===== src/rtl/bcd_timer_pkg.sv =====
// Shared constants and helpers for the BCD timer: seven-segment patterns,
// decimal-to-BCD conversion and prescaler width sizing.
package bcd_timer_pkg;

  localparam logic [6:0] SEG_BLANK = 7'h7F;

  // Active-low patterns, bit 6 = g ... bit 0 = a
  localparam logic [6:0] SEG_DIGITS [10] = '{
    7'h40, 7'h79, 7'h24, 7'h30, 7'h19,
    7'h12, 7'h02, 7'h78, 7'h00, 7'h10
  };

  function automatic int presc_width(input int div);
    return (div > 1) ? $clog2(div) : 1;
  endfunction

  function automatic logic [31:0] to_bcd(input int value, input int digits);
    logic [31:0] r;
    int v;
    r = '0;
    v = value;
    for (int i = 0; i < 8; i++) begin
      if (i < digits) begin
        r[4*i +: 4] = 4'(v % 10);
        v = v / 10;
      end
    end
    return r;
  endfunction

endpackage


===== src/rtl/seg7_dec.sv =====
// Single-digit BCD to active-low seven-segment decoder; codes above 9 blank.
module seg7_dec
  import bcd_timer_pkg::*;
(
  input  logic [3:0] bcd,
  output logic [6:0] seg
);

  always_comb begin
    seg = SEG_BLANK;
    if (bcd <= 4'd9) seg = SEG_DIGITS[bcd];
  end

endmodule


===== src/rtl/bcd_timer.sv =====
// N-digit BCD up/down timer with clock-enable prescaler and segment outputs.
// Optional build macro BCD_TIMER_AUTO_RELOAD_EN: wrap at terminal, done pulses.
module bcd_timer
  import bcd_timer_pkg::*;
#(
  parameter int DIGITS    = 2,
  parameter int DIV       = 6000000,
  parameter int MAX_COUNT = 99
) (
  input  logic                clk,
  input  logic                rst,
  input  logic                en,
  input  logic                clr,
  input  logic                dir,
  input  logic                load,
  input  logic [4*DIGITS-1:0] load_val,
  output logic [4*DIGITS-1:0] bcd,
  output logic [7*DIGITS-1:0] seg,
  output logic                done,
  output logic                tick
);

  localparam int             W          = 4 * DIGITS;
  localparam int             PW         = presc_width(DIV);
  localparam logic [31:0]    MAX_BCD32  = to_bcd(MAX_COUNT, DIGITS);
  localparam logic [W-1:0]   MAX_BCD    = MAX_BCD32[W-1:0];
  localparam logic [PW-1:0]  PRESC_LAST = PW'(DIV - 1);

  logic [PW-1:0] presc;
  logic [W-1:0]  bcd_q;
  logic          term_flag;
  logic          tick_q;
  logic          dir_q;

  logic [W-1:0]  load_sat;
  logic [W-1:0]  load_eff;
  logic [W-1:0]  step_val;
  logic          step_term;
  logic          step_ok;
  logic          presc_wrap;

  function automatic logic [W-1:0] bcd_inc(input logic [W-1:0] v);
    logic [W-1:0] r;
    logic carry;
    r = v;
    carry = 1'b1;
    for (int i = 0; i < DIGITS; i++) begin
      if (carry) begin
        if (r[4*i +: 4] == 4'd9) r[4*i +: 4] = 4'd0;
        else begin
          r[4*i +: 4] = r[4*i +: 4] + 4'd1;
          carry = 1'b0;
        end
      end
    end
    return r;
  endfunction

  function automatic logic [W-1:0] bcd_dec(input logic [W-1:0] v);
    logic [W-1:0] r;
    logic borrow;
    r = v;
    borrow = 1'b1;
    for (int i = 0; i < DIGITS; i++) begin
      if (borrow) begin
        if (r[4*i +: 4] == 4'd0) r[4*i +: 4] = 4'd9;
        else begin
          r[4*i +: 4] = r[4*i +: 4] - 4'd1;
          borrow = 1'b0;
        end
      end
    end
    return r;
  endfunction

  // Valid BCD orders the same as binary, so plain compares work on bcd_q.
  always_comb begin
    load_sat = '0;
    for (int i = 0; i < DIGITS; i++) begin
      load_sat[4*i +: 4] = (load_val[4*i +: 4] > 4'd9) ? 4'd9 : load_val[4*i +: 4];
    end
    load_eff = (!dir && (load_sat > MAX_BCD)) ? MAX_BCD : load_sat;

    presc_wrap = (presc == PRESC_LAST);
    step_ok    = en && tick_q;

    step_val  = bcd_q;
    step_term = term_flag;
    if (!dir) begin
      if (bcd_q > MAX_BCD) begin
        step_val  = MAX_BCD;
        step_term = 1'b1;
      end else if (bcd_q != MAX_BCD) begin
        step_val  = bcd_inc(bcd_q);
        step_term = (step_val == MAX_BCD);
      end else if (!term_flag) step_term = 1'b1;
`ifdef BCD_TIMER_AUTO_RELOAD_EN
      else begin
        step_val  = '0;
        step_term = 1'b0;
      end
`endif
    end else begin
      if (bcd_q != '0) begin
        step_val  = bcd_dec(bcd_q);
        step_term = (step_val == '0);
      end else if (!term_flag) step_term = 1'b1;
`ifdef BCD_TIMER_AUTO_RELOAD_EN
      else begin
        step_val  = MAX_BCD;
        step_term = 1'b0;
      end
`endif
    end
  end

  always_ff @(posedge clk) begin
    if (rst) begin
      presc     <= '0;
      bcd_q     <= '0;
      term_flag <= 1'b0;
      tick_q    <= 1'b0;
      dir_q     <= 1'b0;
    end else begin
      dir_q <= dir;
      if (clr) begin
        presc     <= '0;
        bcd_q     <= '0;
        term_flag <= 1'b0;
        tick_q    <= 1'b0;
      end else if (load) begin
        presc     <= '0;
        bcd_q     <= load_eff;
        term_flag <= 1'b0;
        tick_q    <= 1'b0;
      end else begin
        if (en) begin
          presc  <= presc_wrap ? '0 : presc + 1'b1;
          tick_q <= presc_wrap;
        end else begin
          tick_q <= 1'b0;
        end
        if (step_ok) bcd_q <= step_val;
        if (dir != dir_q) term_flag <= 1'b0;
        else if (step_ok) term_flag <= step_term;
      end
    end
  end

`ifdef BCD_TIMER_AUTO_RELOAD_EN
  // done marks only the edge where the terminal flag rises
  logic done_q;

  always_ff @(posedge clk) begin
    if (rst) done_q <= 1'b0;
    else     done_q <= !clr && !load && (dir == dir_q) && step_ok && step_term && !term_flag;
  end

  assign done = done_q;
`else
  assign done = term_flag;
`endif

  assign bcd  = bcd_q;
  assign tick = tick_q;

  for (genvar g = 0; g < DIGITS; g++) begin : g_dec
    seg7_dec u_dec (
      .bcd (bcd_q[4*g +: 4]),
      .seg (seg[7*g +: 7])
    );
  end

endmodule


===== config.mk =====
export PLATFORM = sky130hd
export DESIGN_NAME = bcd_timer
export DESIGN_NICKNAME = d
export VERILOG_FILES = /design/src/rtl/bcd_timer_pkg.sv /design/src/rtl/seg7_dec.sv /design/src/rtl/bcd_timer.sv
export SDC_FILE = /design/constraint.sdc
export NUM_CORES = 1
export LEC_CHECK = 0
export ABC_AREA = 1
export CORE_UTILIZATION = 59
export CTS_CLUSTER_DIAMETER = 150
export DETAILED_ROUTE_END_ITERATION = 10
export GPL_ROUTABILITY_DRIVEN = 0
export GPL_TIMING_DRIVEN = 0
export PLACE_DENSITY_LB_ADDON = 0.12
export SLEW_MARGIN = 20
export SYNTH_ARGS = -nofsm -noshare
export SYNTH_HDL_FRONTEND = slang
export SYNTH_SLANG_ARGS = --single-unit

===== constraint.sdc =====
create_clock -name clk -period 4.16 [get_ports clk]
set_input_delay 0.624 -clock clk [delete_from_list [all_inputs] [get_ports clk]]
set_output_delay 0.624 -clock clk [all_outputs]
set_load 0.01 [all_outputs]

Word level (Yosys, flattened, before mapping). Memories as Yosys holds them, arrays and structs flattened. Cells that the tools add are included.

Add/subtract/negate cells: 5. Magnitude comparators: 8. Equality and inequality tests: 7. Mux-type cells: 43. Bitwise gates (word level): 3. Reductions and logical operators: 14.

Operators by type and width (number): $mux W4 (18); $mux W8 (7); $mux W7 (6); $add A23 B1 Y23 const B (1); $eq A23 B23 Y1 const B (1); $mux W23 (1); $gt A8 B8 Y1 const B (2); $mux W1 (11); $ge A5 B5 Y1 const B (2); $not A4 Y5 (2); $add A4 B1 Y4 const B (2); $eq A4 B4 Y1 const B (2); $eq A8 B8 Y1 const B (1); $gt A4 B4 Y1 const B (2); $le A4 B4 Y1 const B (2); $logic_not A4 Y1 (2); $logic_not A8 Y1 (1); $ne A8 B8 Y1 const B (1); $reduce_bool A8 Y1 (1); $reduce_or A4 Y1 (2); $sub A4 B1 Y4 const B (2); $reduce_bool A4 Y1 (1); $ne A3 B1 Y1 const B (1); $reduce_and A3 Y1 (1); other kinds (7) (8).

Register bits: 34. Memory bits (read-only): 224. Output and inout port bits: 24. Memories kept: 2.

Memories: (name not given) (depth 16, width 7, rd ports 1, clocked after Yosys merged registers in 0, wr ports 0, RTL line seg7_dec.sv:11) `if (bcd <= 4'd9) seg = SEG_DIGITS[bcd];`; (name not given) (depth 16, width 7, rd ports 1, clocked after Yosys merged registers in 0, wr ports 0, RTL line seg7_dec.sv:11).

Longest topological paths before layout. Gate-level depths: netlist of the first run.

Depth after elaboration: 14. Gate-level depth with buffers: 13. Depth with buffers taken out: 13.

Cells and area by module. From an unflattened synthesis of the first run, not the netlist that was laid out.

Cell total of the unflattened synthesis: 450. Area total of the unflattened synthesis: 2762.6 µm².

By module, submodules not included: bcd_timer (instances 1, cells an instance 388, area each 2369.8 µm², sequential area each 680.7 µm²); seg7_dec (instances 2, cells an instance 31, area each 196.4 µm², sequential area each 0.0 µm²).

Worst setup path after synthesis of the first run. Ideal clock, no wire load.

Kind: flip-flop to output port. Start: register bcd_q[4], in the netlist bcd[4]. End: output seg[11]. Arrival: 1.457 ns. Data required time: 3.536 ns. Setup slack: 2.079 ns. Cell stages (with the launch flop): 4. Path buffers: 0. Path through: dfxtp_1 inv_1 ha_1 o311ai_0.

Longest elaborated chain between the ends: 5. Elaborated cells on any way between the ends: 6. Those cells by class: 1 x order compare; 3 x mux; 1 x bitwise; 1 x memory.

RTL lines: start, declared (RTL line bcd_timer.sv:30) `logic [W-1:0] bcd_q;`; start signal, assigned (RTL line bcd_timer.sv:133) `bcd_q <= load_eff;`; start signal, assigned (RTL line bcd_timer.sv:143) `if (step_ok) bcd_q <= step_val;`; $not A4 Y5 (not written as such) (RTL line seg7_dec.sv:11); $mem_v2 Z16 W7; $mux W7 (not written as such) (2 in series) (RTL line seg7_dec.sv:11); $mux W7 * (RTL line seg7_dec.sv:11); end, declared (RTL line bcd_timer.sv:18) `output logic [7*DIGITS-1:0] seg,`.

Every way passes the cells marked *; elsewhere a longest branch is shown, timed or not. The select of a mux whose other input is x is not followed.

Final worst setup path of the first run. Same ends and word-level chain as after synthesis.

==> results of run 1 <==
==> synthesized netlist by cell type, drive strengths merged <==
library cell / instances
nand4: 10
buf: 7
xnor2: 1
a22oi: 2
a211oi: 1
o211ai: 2
nor4: 1
o21ai: 32
or2: 3
o311ai: 2
inv: 49
a21oi: 19
nand3: 35
o211a: 1
a31oi: 3
clkinv: 1
xor2: 4
nand2: 110
dfxtp: 34
o2111ai: 2
nor2: 71
ha: 12
nor3: 14
==> state kept, by name, summed over array words and instances (netlist names) <==
name / cells
presc: 23
bcd: 8
dir_q: 1
done: 1
tick: 1
==> kinds of logic after synthesis <==
logic type / synth area share
buffers and inverters: 0.09441
DFF: 0.2620
AOI/OAI and AO/OA: 0.1387
xor gates and xnor gates: 0.01686
adders and majority gates: 0.05780
and+or+nand+nor: 0.4302
==> metrics by stage <==
step / total power, mW / utilization / std cells
6_report: 0.7341 / 0.7501 / 508
5_1_grt: 0.7675 / 0.7501 / 508
3_3_place_gp: 0.5078 / 0.7315 / 501
3_5_place_dp: 0.5105 / 0.7315 / 501
2_1_floorplan: 0.4461 / - / 416
4_1_cts: 0.7334 / 0.7501 / 508
==> area by class of cell <==
class                   count  area (um^2)
repair buffers             35        350.3
multi-input cells         325         1672
plain buffers               7        55.05
fillers                   371         1028
inverters                  50        190.2
flip-flops and latches     34        680.7
well taps                  50        62.56
clock buffers               7        76.32
==> placed cells by master (no fill, tap or decap), drive strengths merged, types with 3 or more instances in the layout <==
cell           Yosys  routed
nand4             10      10
nand3             35      35
buf                7       7
or2                3       3
dfxtp             34      34
clkbuf             0       7
nand2            110     110
a31oi              3       3
inv               49      49
a21oi             19      19
nor3              14      14
ha                12      12
o21ai             32      32
clkdlybuf4s50      0      35
xor2               4       4
nor2              71      71
==> worst paths after layout <==
path / start / to / slack (ps) / depth (start not counted)
worst min register to register: presc[0] / presc[0] / 500 / 2
worst max-delay path: bcd[4] / seg[11] / 1130 / 8
worst min-delay path: presc[0] / presc[0] / 500 / 2
worst max register to register: bcd[4] / bcd[2] / 2080 / 9
==> power by group through the flow <==
stage | sequential, mW | combinational, mW | clock, mW
floorplan | 0.344 | 0.102 | 0
global placement | 0.344 | 0.164 | 0
detailed placement | 0.344 | 0.167 | 0
CTS | 0.337 | 0.168 | 0.229
global route | 0.337 | 0.188 | 0.242
finish | 0.337 | 0.170 | 0.227
==> worst min-delay path: stages, from the launching register on <==
cell	delay, ps
dfxtp_1	330
nand2_1	70
a21oi_1	50
==> routing by layer <==
metal	global-route usage	vias to the layer above	routed length, um
met2	0.4804	125	2816
met4	0.07292	0	74
met3	0.06000	10	463
li1	-	1446	-
met5	0	-	0
met1	0.4058	1272	3121
==> results.toml, run 1 <==
[timing]
whs_ps = 501.1
finalMaxSlewViolations = 0
rsz0062_at_grt = "false"
tns_ps = 0
relSlewSlack = 0.7153
worst_slew_pin_slew_ps = 423.1
skew_ps = 5.053
min_period_over_period = 0.7277
finalWorstSetupSlack_ps = 1133
post-route-min-period_ps = 3027
hold_viol_final = 0
fmaxAchievable_mhz = 330.3
setup_violations = 0

[placed_design]
hpwlAfterDp_um = 4893
postPlaceCellArea_um2 = 3010
io_buffers = 35
pre_cts_ws_ps = 1460

[clock_tree]
cts_setup_buffers = 0
numCtsBuffers = 5
h-tree-depth = 2
cts_tree = "built"
cts_hold_buf = 0
clk_latency_ps = 280
clkSinkCount = 34
ctsResizeCount = 0
clockBufferDepth = 2
path_clk_slew_ps = 70
cts_root_buffer = "clkbuf_8"

[routing]
finalWirelength_um = 6476
first_pass_iters = 7
vias = 2853
first_iter_violations = 216
via_per_inst = 5.616
wl_per_cell_um = 12.75
final_antenna_net_count = 0
drc = 0

[synth]
synth_area_leaders = "dfxtp_1 26%, nand2_1 14%, nor2_1 9.0%"
synth_top_area_cell = "dfxtp_1"
synth_cells = 416
syn_area_per_cell_um2 = 6.244
synth.top_cell.area_share = 0.2620
synth_area_um2 = 2597
seq_area_frac_synth = 0.2620
synth.distinct_cells = 37
synth_fp_nets = 442
synth_seq_cells = 34
synth.yosys.warnings = 0

[final_layout]
layout-drive-gt1-share = 0.1004
diodes = 0
area_delta_synth_final_pct = 18.83
nets = 484
fin_area_um2 = 3087

[critical_path]
path_max_fanout = 10
crit_slowest_cell = "clkdlybuf4s50_1"
path_cells = "inv_1 > ha_1 > inv_1 > nor2_1 > nor2_1 > nand2_1 > o311ai_0 > clkdlybuf4s50_1"
end_kind = "primary output"
critPathLaunchType = "register"
max_stage_delay_ps = 590
cp.arrival_ps = 2400
critPathBufInv = 3
crit_required_ps = 3540
critical_path_class = "register to primary output"
path_delay_family = "buffers and inverters"

[floorplanning]
pin_count = 38
row_count = 23
start_util = 0.6312
coreArea_um2 = 4115
fp.dieH_um = 68.35
dieArea_um2 = 4672
die_w_um = 68.35

[power_and_ir_drop]
powerDensity_nw_per_um2 = 237.8
ir_drop_mv = 0.1751
p_leak_nw = 1.283
switchingPower_uw = 214.8
p_sw_frac = 0.2926
internal_power_uw = 519.3
pwr-share-comb = 0.231
clkPwrFrac = 0.310
p_seq_frac = 0.459

[global_routing]
antenna_found_initial = 0
grt_pass1_vias = 2480
grt_max_degree = 12
grtUsageTotal = 0.2992
grt_overflow = 0
grt_first_pass_wirelength_um = 10630

[min_path]
hold_path_class = "register to register"

[run_status]
status = "finished clean"

[job]
max-cap-violations = 0
(Power assumes the default switching activity.)
==> run 2: changes to the inputs <==
--- a/config.mk
+++ b/config.mk
@@ -6,7 +6,7 @@
 export NUM_CORES = 1
 export LEC_CHECK = 0
 export ABC_AREA = 1
-export CORE_UTILIZATION = 59
+export CORE_UTILIZATION = 55
 export CTS_CLUSTER_DIAMETER = 150
 export DETAILED_ROUTE_END_ITERATION = 10
 export GPL_ROUTABILITY_DRIVEN = 0
==> constraint.sdc (replaced) <==
create_clock -name clk -period 3.14 [get_ports clk]
set_input_delay 0.471 -clock clk [delete_from_list [all_inputs] [get_ports clk]]
set_output_delay 0.471 -clock clk [all_outputs]
set_load 0.01 [all_outputs]
==> run 2 against run 1 <==
The flow now finishes with violations (design-rule violations). Worst hold slack worse by 23 ps. Routed wire length grew 0.96%. Sequential share of layout area decreased by 0.12 points. Critical path depth stayed put. Highest routed layer unchanged. Flip-flop and latch count unchanged. Non-clock buffer count unchanged. Count of clock-buffer cells in the layout stayed put. Clock skew is 2.2 ps higher. Cell area rose by 0.57%. Power grew 36%. Setup slack got worse by 940 ps.
==> results.toml, run 2 (same netlist as run 1, synthesis figures left out) <==
[critical_path]
cp.arrival_ps = 2480
worstReg2RegEnd = "done"
path_max_fanout = 10
crit_end = "seg[11]"
ff2ff_path_depth = 10
critical_path_class = "register to primary output"
crit_required_ps = 2670
startpoint = "bcd[4]"
end_kind = "primary output"
r2r-start = "bcd[4]"
critPathLaunchType = "register"
r2r_setup_slack_ps = 1040

[final_layout]
area_delta_synth_final_pct = 19.51
final_cell_mix = "100 x nand2_1, 62 x nor2_1, 43 x inv_1"
mostFrequentLayoutCell = "nand2_1"
diodes = 0
finish.utilization = 0.6985
nets = 484
reg_top3 = "presc x23, bcd x8"
fin_area_um2 = 3104
layout-drive-gt1-share = 0.1046
regMostFlops = "presc"
regArea_um2 = 680.7
largest_reg_flops = 23
multi_input_area_um2 = 1672
fillCellCount = 432

[global_routing]
grt_max_degree = 12
grt_pass1_vias = 2464
grt_first_pass_wirelength_um = 10960
grtUsageTotal = 0.2710
antenna_found_initial = 0
grt_overflow = 0

[power_and_ir_drop]
p_leak_nw = 1.293
pwr-share-comb = 0.225
switchingPower_uw = 289.7
clkPwrFrac = 0.329
ir_drop_mv = 0.2858
p_seq_frac = 0.446
p_sw_frac = 0.2892
internal_power_uw = 712.2
powerDensity_nw_per_um2 = 322.8

[timing]
fmaxAchievable_mhz = 339.3
rsz0062_at_grt = "false"
setup_violations = 0
hold_viol_final = 0
skew_ps = 7.208
tns_ps = 0
min_period_over_period = 0.9385
relSlewSlack = 0.6798
worst_slew_pin_slew_ps = 475.9
finalMaxSlewViolations = 0
post-route-min-period_ps = 2947

[routing]
first_iter_violations = 279
via_per_inst = 5.528
first_pass_iters = 8
wl_per_cell_um = 12.79
vias = 2825
final_antenna_net_count = 0
finalWirelength_um = 6538
drc = 8

[run_status]
status = "finished with violations"
violations = "design-rule violations"

[clock_tree]
cts_tree = "built"
path_clk_slew_ps = 70
clockBufferDepth = 2
clkSinkCount = 34
ctsResizeCount = 0
cts_hold_buf = 0
cts_root_buffer = "clkbuf_8"
clk_latency_ps = 290
h-tree-depth = 2
cts_setup_buffers = 0
numCtsBuffers = 5

[floorplanning]
pin_count = 38
die_w_um = 70.72
start_util = 0.5845
dieArea_um2 = 5001
row_count = 24
coreArea_um2 = 4444
fp.dieH_um = 70.72

[placed_design]
hpwlAfterDp_um = 4937
io_buffers = 35
postPlaceCellArea_um2 = 3013

[job]
max-cap-violations = 0

[min_path]
hold_path_class = "register to register"
-- run 2: changes by cell type in the layout (fill, tap and decap cells not counted) --
cell / previous run / this run
clkbuf_1: 2 / 1
clkinv_2: 0 / 1
clkbuf_8: 5 / 6
-- run 2: worst min-delay path by stage --
stage | startpoint | to | slack [ps] | depth (start not counted)
6_report | presc[16] | presc[16] | 480 | 2
5_1_grt | presc[21] | presc[21] | 510 | 1
4_1_cts | presc[16] | presc[16] | 480 | 2
3_5_place_dp | presc[16] | presc[16] | 470 | 2
3_3_place_gp | presc[21] | presc[21] | 460 | 1
2_1_floorplan | presc[21] | presc[21] | 440 | 1
-- run 2: worst max-delay path, cell delays in order (launching register included) --
cell and delay [ps]:
dfxtp_1 590, inv_1 270, ha_1 280, inv_1 70, nor2_1 50, nor2_1 80
nand2_1 120, o311ai_0 120, clkdlybuf4s50_1 600
-- run 2: through the flow --
stage               setup slack (ps)  std cells  hold slack [ps]  total power, mW
detailed placement             576.7        503            471.5           0.6767
floorplan                       1212        416            443.2           0.5909
global route                   9.605        511            511.3            1.053
CTS                            256.8        511            481.4            1.002
finish                         193.0        511            477.7            1.002
global placement               563.5        503            463.0           0.6749
-- run 2: power groups by stage --
stage	Clock [mW]	Sequential, mW	Combinational (mW)
final	0.330	0.447	0.225
after global routing	0.359	0.448	0.246
after CTS	0.333	0.446	0.222
after detailed placement	0	0.456	0.221
after global placement	0	0.456	0.219
after floorplan	0	0.456	0.135
-- run 2: layer usage --
metal | routed length, um | track usage | part of all wire
met5 | 0 | 0 | 0
met1 | 3151 | 0.3915 | 0.48
met2 | 2792 | 0.4081 | 0.43
met3 | 517 | 0.05840 | 0.079
met4 | 77 | 0.07333 | 0.012
-- run 2: layout make-up --
class / count / share of cell area
plain buffers: 7 / 0.01773
clock buffers: 7 / 0.02781
clock inverters: 1 / 0.001612
inverters: 50 / 0.06127
multi-input cells: 325 / 0.5385
flip-flops and latches: 34 / 0.2193
well taps: 52 / 0.02096
repair buffers: 35 / 0.1129
